==> config.mk <==
export PLATFORM = sky130hd
export DESIGN_NAME = msk_g16mul_rnd_feeder
export DESIGN_NICKNAME = d
export VERILOG_FILES = /design/src/rtl/msk_g16mul_rnd_feeder.sv
export SDC_FILE = /design/constraint.sdc
export NUM_CORES = 1
export LEC_CHECK = 0
export BUFFER_PORTS_ARGS = -buffer_cell sky130_fd_sc_hd__buf_4
export CORE_MARGIN = 4
export CORE_UTILIZATION = 60
export CTS_BUF_LIST = sky130_fd_sc_hd__clkbuf_16
export DETAILED_ROUTE_END_ITERATION = 16
export PLACE_DENSITY = 0.87
export SYNTH_ARGS = -nofsm -noshare
export SYNTH_HDL_FRONTEND = slang
export SYNTH_SLANG_ARGS = --single-unit
==> constraint.sdc <==
create_clock -name clk -period 3.2 [get_ports clk]
set_clock_uncertainty 0.1 [all_clocks]
set_input_delay 0.32 -clock clk [delete_from_list [all_inputs] [get_ports clk]]
set_output_delay 0.32 -clock clk [all_outputs]
set_load 0.005 [all_outputs]
==> src/rtl/msk_g16mul_rnd_feeder.sv <==
// -----------------------------------------------------------------------------
// msk_g16mul_rnd_feeder
//
// Randomness feeder sitting directly in front of the HPC1 G(16) masked
// multiplier. Fresh PRNG words are buffered in a small circular FIFO and each
// accepted operation consumes exactly one word:
//   - low 4*REF_N_RND bits drive the refresh randomness in the issue cycle,
//   - upper 4*DOM_RND bits are delayed 1+REF_RNDLAT cycles for the DOM lanes,
//   - res_valid marks the multiplier output, 2+REF_RNDLAT cycles after issue.
// A word is popped when it is used, so no random bit is ever used twice, and
// every random output is zero in cycles that carry no operation.
//
// Ports
//   clk, rst_n   clock (rising edge), asynchronous active-low reset
//   prng_data    fresh random word, refresh part in the low bits
//   prng_valid   prng_data valid
//   prng_ready   buffer can accept a word this cycle (depends on state only)
//   op_valid     upstream requests an issue this cycle
//   op_ready     a buffered word is available; issue = op_valid && op_ready
//   rnd_ref      refresh randomness to the multiplier (issue cycle)
//   rnd_mul      DOM randomness to the multiplier (issue + 1 + REF_RNDLAT)
//   res_valid    multiplier outputs valid (issue + 2 + REF_RNDLAT)
//   fill         number of buffered words, 0..DEPTH
//   starve_cnt   saturating count of cycles with op_valid && !op_ready
// -----------------------------------------------------------------------------
module msk_g16mul_rnd_feeder #(
  parameter int d          = 2,
  parameter int REF_N_RND  = 1,
  parameter int DOM_RND    = 1,
  parameter int REF_RNDLAT = 1,
  parameter int DEPTH      = 4,
  parameter int RW         = 4*REF_N_RND + 4*DOM_RND
) (
  input  logic                         clk,
  input  logic                         rst_n,
  input  logic [RW-1:0]                prng_data,
  input  logic                         prng_valid,
  output logic                         prng_ready,
  input  logic                         op_valid,
  output logic                         op_ready,
  output logic [4*REF_N_RND-1:0]       rnd_ref,
  output logic [4*DOM_RND-1:0]         rnd_mul,
  output logic                         res_valid,
  output logic [$clog2(DEPTH+1)-1:0]   fill,
  output logic [7:0]                   starve_cnt
);

  localparam int RR  = 4*REF_N_RND;              // refresh bits per word
  localparam int DW  = 4*DOM_RND;                // DOM bits per word
  localparam int LAT = 1 + REF_RNDLAT;           // DOM delay-line stages
  localparam int FW  = $clog2(DEPTH+1);
  localparam int PW  = (DEPTH > 1) ? $clog2(DEPTH) : 1;

  localparam logic [FW-1:0] FILL_FULL = FW'(DEPTH);
  localparam logic [PW-1:0] PTR_LAST  = PW'(DEPTH-1);

  if (DEPTH < 2 || d < 2) begin : g_param_check
    $error("msk_g16mul_rnd_feeder: DEPTH and d must both be at least 2");
  end

  // ---------------------------------------------------------------------------
  // Word buffer
  // ---------------------------------------------------------------------------
  logic [RW-1:0] mem_q [DEPTH];
  logic [PW-1:0] wr_ptr_q, wr_ptr_d;
  logic [PW-1:0] rd_ptr_q, rd_ptr_d;
  logic [FW-1:0] fill_q,   fill_d;
  logic [7:0]    starve_q, starve_d;
  logic          push, issue;
  logic [RW-1:0] head;

  function automatic logic [PW-1:0] ptr_inc(input logic [PW-1:0] p);
    return (p == PTR_LAST) ? '0 : p + PW'(1);
  endfunction

  // Both handshakes look only at the registered fill, so a word pushed this
  // cycle cannot be issued before the next one and prng_ready never depends
  // on op_valid.
  assign prng_ready = (fill_q != FILL_FULL);
  assign op_ready   = (fill_q != '0);
  assign push       = prng_valid && prng_ready;
  assign issue      = op_valid && op_ready;
  assign head       = mem_q[rd_ptr_q];

  // NOTE: every signal written here gets a default first; a path that leaves
  // one unassigned would infer a latch.
  always_comb begin
    wr_ptr_d = wr_ptr_q;
    rd_ptr_d = rd_ptr_q;
    fill_d   = fill_q;
    starve_d = starve_q;

    if (push)  wr_ptr_d = ptr_inc(wr_ptr_q);
    if (issue) rd_ptr_d = ptr_inc(rd_ptr_q);

    unique case ({push, issue})
      2'b10:   fill_d = fill_q + FW'(1);
      2'b01:   fill_d = fill_q - FW'(1);
      default: fill_d = fill_q;
    endcase

    // A rejected request changes nothing except this counter.
    if (op_valid && !op_ready && starve_q != 8'hFF) starve_d = starve_q + 8'd1;
  end

  // NOTE: sequential state uses non-blocking assignments so every register
  // samples its pre-edge value regardless of statement order.
  always_ff @(posedge clk or negedge rst_n) begin
    if (!rst_n) begin
      wr_ptr_q <= '0;
      rd_ptr_q <= '0;
      fill_q   <= '0;
      starve_q <= '0;
    end else begin
      wr_ptr_q <= wr_ptr_d;
      rd_ptr_q <= rd_ptr_d;
      fill_q   <= fill_d;
      starve_q <= starve_d;
    end
  end

  // NOTE: the storage array is deliberately not reset; a slot is only read
  // after it has been written, and fill/pointers alone define emptiness.
  always_ff @(posedge clk) begin
    if (push) mem_q[wr_ptr_q] <= prng_data;
  end

  // ---------------------------------------------------------------------------
  // Randomness routing
  // ---------------------------------------------------------------------------
  // Refresh bits leave combinationally in the issue cycle, zero otherwise.
  assign rnd_ref = issue ? head[RR-1:0] : '0;

  // DOM bits travel with a valid flag; empty stages hold zero so rnd_mul is
  // zero whenever its stage carries no operation.
  logic [DW-1:0]  dom_q [LAT];
  logic [LAT-1:0] vld_q;
  logic           res_valid_q;

  always_ff @(posedge clk or negedge rst_n) begin
    if (!rst_n) begin
      for (int k = 0; k < LAT; k++) dom_q[k] <= '0;
      vld_q       <= '0;
      res_valid_q <= 1'b0;
    end else begin
      dom_q[0] <= issue ? head[RW-1:RR] : '0;
      vld_q[0] <= issue;
      for (int k = 1; k < LAT; k++) begin
        dom_q[k] <= dom_q[k-1];
        vld_q[k] <= vld_q[k-1];
      end
      res_valid_q <= vld_q[LAT-1];
    end
  end

  assign rnd_mul    = dom_q[LAT-1];
  assign res_valid  = res_valid_q;
  assign fill       = fill_q;
  assign starve_cnt = starve_q;

endmodule

==> results.md, run 1 <==
- Status: complete, no violations
- Most frequent cells in the layout: buf_4, edfxtp_1, dfrtp_1, and3_1
- Max Cap Violations: 0
- Critical path arrival: between 1.5 and 2 ns
- Data required time of the worst path: 2.78 ns
- Vias in the first global route: 1454
- FF+latch count, synth: 58
- Grt ovf: 0
- Yosys Warn Count: 0
- Die ar.: 5040 um2
- Hold WC Path Type: primary input to flop
- Hold path endpoint: mem_q[0][0]$_DFFE_PP_
- Largest net degree at the start of global routing: 27
- Total GRT Usage: 19.0%
- Final Util: 77.4%
- Gate Count Post-Synth: between 100 and 150
- Tmin final: 2.36 ns
- First-pass DRT Iterations: 4
- Slew HR: 59.0%
- Die extent in y: 71.0 um
- Via count: around 1300
- Final Max Tran Viols: 0
- Rows: 22
- Clock tree from TritonCTS: built
- Crit Path Class: flop to primary output
- Hold Fails Final Rpt: 0
- Port Buffer Count: 33
- Cell Pwr Density: 911 nW/um2
- Synth cell types: 33
- Worst-Skew Late Latency: 0.31 ns
- Post-Syn Area: 2380 um2
- Commonest non-fill, non-tap cell in the layout: buf_4
- CTS Sinks: 58
- DR DRC count: 0
- Maximum vdd drop: 0.489 mV
- Number of gates resized after cts: 0
- Clk buf depth: 2
- CTS H-tree lvls: 3
- Syn_nets: 167
- Synthesized area per cell: 16.2 um2
- Nets@finish: 202
- Chip width: 71.0 um
- Critical Path Start Type: flop
- Reg2Reg Launch Point: fill[2]$_DFFE_PN0P_
- DR vias/cell: 5.73
- Worst Hold Depth: 1
- Initial core utilization: 63.6%
- Flop2flop setup slack: 0.89 ns
- Core ar.: 3740 um2
- Asr flop ratio synth: between 40% and 50%
- HP Start: prng_data[0]
- Antenna diodes: 0
- Final worst path period share: 73.8%
- RSZ-0062 raised after global routing: no
- Routed WL per cell: around 18 um
- Drt total wl: 4120 um
- Final setup vio count: 0
- Register area share after synthesis: between 60% and 70%
- # IOs: 34
- Reg clk slew, reported paths: ~0.050 ns
- Post-route setup TNS: 0 ns
- Peak fanout along the critical path: 11
- Number of synthesized flops with an enable pin: 32
- Drt first-iter violations: 79
- Worst R2R End: fill[2]$_DFFE_PN0P_
- Root Driver: clkbuf_16
- Slew @ Worst Pin: 0.615 ns
- First-pass GRT wire length: 7020 um
- GP Congestion: 0.755
- Final ANT Viol Nets: 0
- Synth Flop Type: edfxtp_1
- Syn-to-layout area delta: 21.7%
- P_leak: 0.00125 uW
- CTS buffer count: 9
- Hpwl dp: 2820 um
- Antenna violations before repair: 0
- Layout cells sized above 1: between 30% and 40%
- CP Capture Type: primary output
- Max Freq: roughly 420 MHz
- R2R depth: 8
worst max-delay path, stage by stage, from the launching register on:
cell	delay (ns)
dfrtp_1	0.73
mux4_2	0.58
and3_1	0.19
buf_4	0.13
power by group:
part	switching [uW]	internal [uW]	leakage (uW)	total, uW
Sequential	169	1000	0.000622	1170
Clock	288	505	0.000134	793
Combinational	295	382	0.000493	677
cells in the mapped netlist, types with 3 or more instances:
library cell | count | area (um2)
and3_1 | 13 | 81.3
nand3_1 | 7 | 35.0
buf_2 | 4 | 20.0
a21oi_1 | 4 | 20.0
inv_1 | 6 | 22.5
mux4_2 | 8 | 180
edfxtp_1 | 32 | 961
dfrtp_1 | 26 | 651
mux2_1 | 3 | 33.8
ha_1 | 7 | 87.6
buf_4 | 4 | 30.0
layer usage:
metal,GRT usage [%],part of all wire [%]
met5,0,0
met4,11.7,1.8
met3,4.55,5.2
met2,32.0,55
met1,21.8,38
through the flow:
| step | setup slack, ns | power [uW] | hold slack, ns | instances | area, um2 |
|---|---|---|---|---|---|
| after floorplan | 1.04 | 1600 | -0.0756 | 147 | 2380 |
| after global placement | 1.02 | 1810 | 0.138 | 218 | 2630 |
| after detailed placement | 0.908 | 1870 | 0.147 | 218 | 2630 |
| after CTS | 0.792 | 2680 | 0.0921 | 235 | 2900 |
| after global routing | 0.711 | 2800 | 0.100 | 235 | 2900 |
| final | 0.837 | 2640 | 0.105 | 235 | 2900 |
cell families (layout without fill, tap and decap cells):
| kind of cell | count (synthesis) | in the layout | share of synthesized area (%) |
|---|---|---|---|
| flops | 58 | 58 | 67.6 |
| simple gates | 37 | 37 | 10.2 |
| buf+inv | 17 | 57 | 3.52 |
| mux | 14 | 14 | 10.3 |
| compound gates | 9 | 9 | 2.31 |
| fa+ha+maj | 8 | 8 | 4.52 |
| xor+xnor | 4 | 4 | 1.47 |
flip-flops by register name, summed over array words and instances, names as in the netlist:
signal and flops:
rd_ptr_q 2, wr_ptr_q 2, rnd_mul 4, vld_q 2
res_valid 1, dom_q 4, fill 3, starve_cnt 8
mem_q 32
worst max-delay path by stage:
stage,startpoint,endpoint,slack [ns],cells past startpoint
2_1_floorplan,fill[1]$_DFFE_PN0P_,fill[2]$_DFFE_PN0P_,1.04,9
3_3_place_gp,fill[0]$_DFFE_PN0P_,fill[2]$_DFFE_PN0P_,1.02,8
3_5_place_dp,fill[2]$_DFFE_PN0P_,fill[2]$_DFFE_PN0P_,0.91,8
4_1_cts,rd_ptr_q[0]$_DFFE_PN0P_,rnd_ref[1],0.79,3
5_1_grt,rd_ptr_q[0]$_DFFE_PN0P_,rnd_ref[1],0.71,3
6_report,rd_ptr_q[0]$_DFFE_PN0P_,rnd_ref[1],0.84,3
repair_timing:
item	4_1_cts	5_1_grt
setup endpoints to repair	0	0
hold buffers	1	0
setup buffers	0	0
hold endpoints to repair	26	0
cell type report:
| cell class | instances | area [um2] |
|---|---|---|
| Clock buffer | 9 | 225 |
| Clock inverter | 7 | 31.3 |
| Fill cell | 233 | 845 |
| Inverter | 7 | 26.3 |
| Multi-Input combinational cell | 72 | 687 |
| Sequential cell | 58 | 1610 |
| Tap cell | 48 | 60.1 |
| Timing Repair Buffer | 34 | 258 |
Note: power is estimated with default switching activity, not from simulation.
==> run 2: changes to the inputs <==
--- a/config.mk
+++ b/config.mk
@@ -7,10 +7,10 @@
 export LEC_CHECK = 0
 export BUFFER_PORTS_ARGS = -buffer_cell sky130_fd_sc_hd__buf_4
 export CORE_MARGIN = 4
-export CORE_UTILIZATION = 60
+export CORE_UTILIZATION = 50
 export CTS_BUF_LIST = sky130_fd_sc_hd__clkbuf_16
 export DETAILED_ROUTE_END_ITERATION = 16
-export PLACE_DENSITY = 0.87
+export PLACE_DENSITY = 0.78
 export SYNTH_ARGS = -nofsm -noshare
 export SYNTH_HDL_FRONTEND = slang
 export SYNTH_SLANG_ARGS = --single-unit
==> constraint.sdc (replaced) <==
create_clock -name clk -period 2.1 [get_ports clk]
set_clock_uncertainty 0.1 [all_clocks]
set_input_delay 0.21 -clock clk [delete_from_list [all_inputs] [get_ports clk]]
set_output_delay 0.21 -clock clk [all_outputs]
set_load 0.005 [all_outputs]
==> results.md, run 2 (same netlist as run 1, synthesis figures left out) <==
- Crit Path Class: flop to flop
- Largest net degree at the start of global routing: 27 (unchanged)
- Slew HR: 70.6% (+12 points)
- GP Congestion: 0.730 (-3.3%)
- Status: complete, no violations
- Initial core utilization: 53.2% (-10 points)
- Tmin final: 2.07 ns
- First-pass DRT Iterations: 5 (+1)
- Layout cells sized above 1: 38.4% (+6.3 points)
- Clock tree from TritonCTS: built
- Drt first-iter violations: 94 (+19%)
- Data required time of the worst path: 2.24 ns (-0.54 ns)
- Vias in the first global route: 1477 (+1.6%)
- Final setup vio count: 0 (unchanged)
- Fill count: 292 (+25%)
- Nets@finish: 218 (+7.9%)
- Root Driver: clkbuf_16
- Die extent in y: 77.0 um (+8.5%)
- Critical Path Start Type: flop
- Most frequent cells in the layout: buf_4, edfxtp_1, dfrtp_1, and3_1, clkbuf_16
- Commonest non-fill, non-tap cell in the layout: buf_4
- Hold Fails Final Rpt: 0 (unchanged)
- CTS buffer count: 9 (unchanged)
- Via count: 1368 (+1.6%)
- Rows: 24 (+9.1%)
- Worst-Skew Late Latency: 0.32 ns (about the same)
- PnR worst setup slack: 0.0283 ns (-0.809 ns)
- Met2 wire len: 2450 um (+7.7%)
- Total GRT Usage: 16.7% (-2.2 points)
- Final worst path period share: 98.7%
- Antenna diodes: 0 (unchanged)
- Top routing layer used: met4
- Hpwl dp: 2970 um (+5.4%)
- Critical path arrival: 2.21 ns (+0.27 ns)
- Peak fanout along the critical path: 4 (-7)
- Met3 routed WL: 155 um (-28%)
- Max Cap Violations: 0 (unchanged)
- Overall Power: 4340 uW (+64%)
- Final Util: 69.1% (-8.3 points)
- First-pass GRT wire length: 7330 um (+4.4%)
- Maximum vdd drop: 0.819 mV (+67%)
- Place WS: 0.0131 ns (-0.895 ns)
- Final Max Tran Viols: 0 (unchanged)
- CTS H-tree lvls: 3 (unchanged)
- Port Buffer Count: 33 (unchanged)
- Antenna violations before repair: 0 (unchanged)
- RSZ-0062 raised after global routing: yes
- Hold WC Path Type: primary input to flop
- Largest register by flop count: mem_q
- DR DRC count: 0 (unchanged)
- Core ar.: 4470 um2 (+20%)
- Cell Pwr Density: 1400 nW/um2 (+54%)
- CP Capture Type: flop
- Syn-to-layout area delta: 29.8%
- Reg clk slew, reported paths: 0.05 ns (about the same)
- CTS Sinks: 58 (unchanged)
- Routed WL per cell: 17.4 um (-0.54%)
- P_leak: 0.00134 uW (+6.9%)
- DR vias/cell: 5.36 (-6.3%)
- Max FFs per register: 32 (unchanged)
- # IOs: 34 (unchanged)
- Grt ovf: 0 (unchanged)
- Slew @ Worst Pin: 0.440 ns (-0.174 ns)
- Final ANT Viol Nets: 0 (unchanged)
- Clk buf depth: 2 (unchanged)
- Chip width: 77.0 um (+8.5%)
- Wire length on met1: 1740 um (+12%)
- Die ar.: 5930 um2 (+18%)
- Max Freq: ~480 MHz
- Drt total wl: 4440 um (+7.9%)
==> run 2: cell types whose count changed in the layout (fill, tap and decap cells not counted), sizes merged <==
cell         change
buf              +9
dlygate4sd3      +7
bufinv           +1
clkinvlp         -1
==> run 2: worst max-delay path, stage by stage (launching register included) <==
cell	delay (ns)
dfrtp_1	0.39
or3b_4	0.42
nand2_4	0.10
ha_4	0.14
inv_2	0.03
fa_2	0.38
xor2_2	0.16
nor2_1	0.11
xor2_1	0.15
==> run 2: path summary, 6_finish.rpt <==
kind | slack, ns | to | depth (start not counted) | startpoint
max | 0.03 | fill[2]$_DFFE_PN0P_ | 8 | fill[2]$_DFFE_PN0P_
min | 0.01 | mem_q[2][6]$_DFFE_PP_ | 1 | prng_data[6]
max reg2reg | 0.03 | fill[2]$_DFFE_PN0P_ | 8 | fill[2]$_DFFE_PN0P_
min reg2reg | 0.25 | rnd_mul[2]$_DFF_PN0_ | 0 | dom_q[6]$_DFF_PN0_
max in group asynchronous | 1.39 | fill[0]$_DFFE_PN0P_ | 2 | rst_n
min in group asynchronous | 0.24 | starve_cnt[7]$_DFFE_PN0P_ | 2 | rst_n
==> run 2: cell type report <==
type | instances | area, um2 | share of cell area (%)
clock buffers | 9 | 225 | 7.28
clock inverters | 7 | 55.1 | 1.78
inverters | 7 | 26.3 | 0.850
multi-input cells | 72 | 712 | 23.0
flip-flops and latches | 58 | 1610 | 52.2
well taps | 52 | 65.1 | 2.10
repair buffers | 50 | 395 | 12.8
==> run 2: where the power goes <==
group	total, uW	internal (uW)	switching, uW
clock	1340	893	452
sequential	1740	1530	214
combinational	1250	708	538
total	4340	3130	1200
==> run 2: per-layer routing <==
layer	global-route usage, %	vias up
met5	0	-
met4	10.1	0
met3	4.57	9
met2	28.9	22
met1	18.3	696
li1	-	641
==> run 2: what timing repair did <==
item | in CTS | in global routing
endpoints found under the setup margin | 5 | 2
setup buffers | 1 | 2
gates resized for setup | 2 | 3
pin swaps | 1 | 3
hold buffers | 8 | 0
hold endpoints to repair | 53 | 0
==> run 2: stage by stage <==
step / area [um2] / setup TNS, ns / std cells / hold WS (ns)
6_report: 3090 / 0 / 255 / 0.0102
4_1_cts: 3070 / 0 / 253 / 0.000856
3_5_place_dp: 2700 / 0 / 228 / 0.0396
3_3_place_gp: 2700 / 0 / 228 / 0.0265
5_1_grt: 3090 / -0.0622 / 255 / 0.00628
2_1_floorplan: 2400 / 0 / 147 / -0.186
==> run 3: changes to the inputs <==
--- a/config.mk
+++ b/config.mk
@@ -6,11 +6,15 @@
 export NUM_CORES = 1
 export LEC_CHECK = 0
 export BUFFER_PORTS_ARGS = -buffer_cell sky130_fd_sc_hd__buf_4
+export CELL_PAD_IN_SITES_DETAIL_PLACEMENT = 1
+export CELL_PAD_IN_SITES_GLOBAL_PLACEMENT = 1
 export CORE_MARGIN = 4
-export CORE_UTILIZATION = 50
+export CORE_UTILIZATION = 42
 export CTS_BUF_LIST = sky130_fd_sc_hd__clkbuf_16
+export CTS_CLUSTER_DIAMETER = 120
 export DETAILED_ROUTE_END_ITERATION = 16
 export PLACE_DENSITY = 0.78
+export SLEW_MARGIN = 20
 export SYNTH_ARGS = -nofsm -noshare
 export SYNTH_HDL_FRONTEND = slang
 export SYNTH_SLANG_ARGS = --single-unit
==> results.md, run 3 (same netlist as run 1, synthesis figures left out) <==
- Crit Path Class: flop to flop
- # IOs: 34 (unchanged)
- RSZ-0062 raised after global routing: yes
- Syn-to-layout area delta: 33.4%
- Status: complete, no violations
- Critical-path top delay cell: or3b_4
- CTS H-tree lvls: 3 (unchanged)
- Antenna diodes: 0 (unchanged)
- Port Buffer Count: 33 (unchanged)
- Layout cells sized above 1: 39.4% (+1.0 points)
- Slew @ Worst Pin: 0.508 ns (+0.0678 ns)
- Die ar.: 6940 um2 (+17%)
- Worst Hold Depth: 1 (unchanged)
- Most frequent cells in the layout: buf_4, edfxtp_1, dfrtp_1, and3_1, clkbuf_16
- Clock tree from TritonCTS: built
- DR DRC count: 0 (unchanged)
- CTS Sinks: 58 (unchanged)
- Hold path endpoint: mem_q[3][6]$_DFFE_PP_
- Worst R2R End: fill[2]$_DFFE_PN0P_
- Reg2Reg Launch Point: fill[1]$_DFFE_PN0P_
- CP Capture Type: flop
- Grt ovf: 0 (unchanged)
- Initial core utilization: 43.3% (-10 points)
- DP Cell Count: 248 (+8.8%)
- Fin cells: 280 (+9.8%)
- R2R depth: 8 (unchanged)
- First-pass DRT Iterations: 4 (-1)
- P_leak: 0.00137 uW (+2.2%)
- Final worst path period share: 98.6% (about the same)
- Crit-path cells: or3b_4 -> nand2_4 -> ha_4 -> inv_2 -> fa_2 -> xor2_1 -> nor2_1 -> xor2_1
- Hold Slack: 0.0151 ns (+0.00488 ns)
- CTS buffer count: 9 (unchanged)
- Data required time of the worst path: 2.23 ns (about the same)
- Top delay family on crit path: simple AND/OR/NAND/NOR gates
- Cell Pwr Density: 1450 nW/um2 (+3.5%)
- Routed WL per cell: 19.9 um (+14%)
- Hpwl dp: 3260 um (+9.7%)
- Worst-Skew Late Latency: 0.32 ns (about the same)
- Slew HR: 66.1% (-4.5 points)
- Hold WC Path Type: primary input to flop
- Drt first-iter violations: 76 (-19%)
- Final setup vio count: 0 (unchanged)
- Rows: 27 (+13%)
- Post-route cell area: 3180 um2 (+2.8%)
- Overall Power: 4610 uW (+6.4%)
- Reg clk slew, reported paths: 0.05 ns (about the same)
- Critical Path Start Type: flop
- CP most frequent cell: xor2_1
- PnR worst setup slack: 0.0302 ns (+0.00186 ns)
- Root Driver: clkbuf_16
- Max Freq: 483 MHz (about the same)
- Peak fanout along the critical path: 2 (-2)
- Critical path arrival: 2.20 ns (about the same)
- Drt total wl: 5570 um (+25%)
- Placed Area: 2720 um2 (+0.93%)
- Total GRT Usage: 17.5% (+0.78 points)
- Tmin final: 2.07 ns (-0.00186 ns)
- Via count: 1464 (+7.0%)
- Max Cap Violations: 0 (unchanged)
- HP Start: prng_data[6]
- Maximum vdd drop: 0.589 mV (-28%)
- GP Congestion: 0.729 (-0.21%)
- Final Max Tran Viols: 0 (unchanged)
- Flop2flop setup slack: 0.03 ns (about the same)
- Largest net degree at the start of global routing: 27 (unchanged)
- Clk buf depth: 2 (unchanged)
- Worst path max stage delay: 0.42 ns (about the same)
- Nets@finish: 223 (+2.3%)
- Max FFs per register: 32 (unchanged)
- Hold Fails Final Rpt: 0 (unchanged)
- Antenna violations before repair: 0 (unchanged)
- DR vias/cell: 5.23 (-2.5%)
- Largest register by flop count: mem_q
- Commonest non-fill, non-tap cell in the layout: buf_4
- Die extent in y: 83.3 um (+8.2%)
- Chip width: 83.3 um (+8.2%)
- Core ar.: 5510 um2 (+23%)
- Sum of buffers and inverters on the critical path: 1 (unchanged)
- Place WS: -0.0243 ns (-0.0374 ns)
- Final ANT Viol Nets: 0 (unchanged)
- Vias in the first global route: 1707 (+16%)
- First-pass GRT wire length: 9240 um (+26%)
run 3: worst max-delay path by stage:
stage	startpoint	to	slack [ns]	depth (start not counted)
final	fill[1]$_DFFE_PN0P_	fill[2]$_DFFE_PN0P_	0.03	8
after CTS	fill[1]$_DFFE_PN0P_	fill[2]$_DFFE_PN0P_	0.006	8
after detailed placement	fill[2]$_DFFE_PN0P_	fill[2]$_DFFE_PN0P_	-0.02	8
after floorplan	fill[0]$_DFFE_PN0P_	fill[2]$_DFFE_PN0P_	0.007	9
after global placement	fill[0]$_DFFE_PN0P_	fill[2]$_DFFE_PN0P_	0.09	8
after global routing	fill[2]$_DFFE_PN0P_	fill[2]$_DFFE_PN0P_	-0.06	8
run 3: per-stage QoR:
stage | setup TNS, ns | utilization, %
finish | 0 | 57.7
global route | -0.0595 | 57.7
CTS | 0 | 57.0
detailed placement | -0.0243 | 49.5
global placement | 0 | 49.5
floorplan | 0 | -
run 3: layout make-up:
type,count,area (um2)
clock buffer,9,225
fill,536,2330
timing repair buffer,55,433
tap,72,90.1
multi-input combinational,72,704
inverter,7,26.3
sequential,58,1610
clock inverter,7,85.1
run 3: power by group:
group | internal [uW] | switching (uW)
sequential | 1530 | 236
combinational | 754 | 581
clock | 1020 | 485
total | 3310 | 1300
run 3: timing repair:
item	4_1_cts	5_1_grt
setup endpoints to repair	5	4
buffers inserted	4	4
endpoints found under the hold margin	49	4
hold buffers	7	1
pin swaps	5	4
resized for setup	3	0
run 3: layer usage:
metal  up-vias  wire length, um  global-route usage, %
met5         -                0                      0
met4         0               93                   6.84
met1       770             2300                   20.8
li1        657                -                      -
met2        30             2990                   30.0
met3         7              174                   4.96
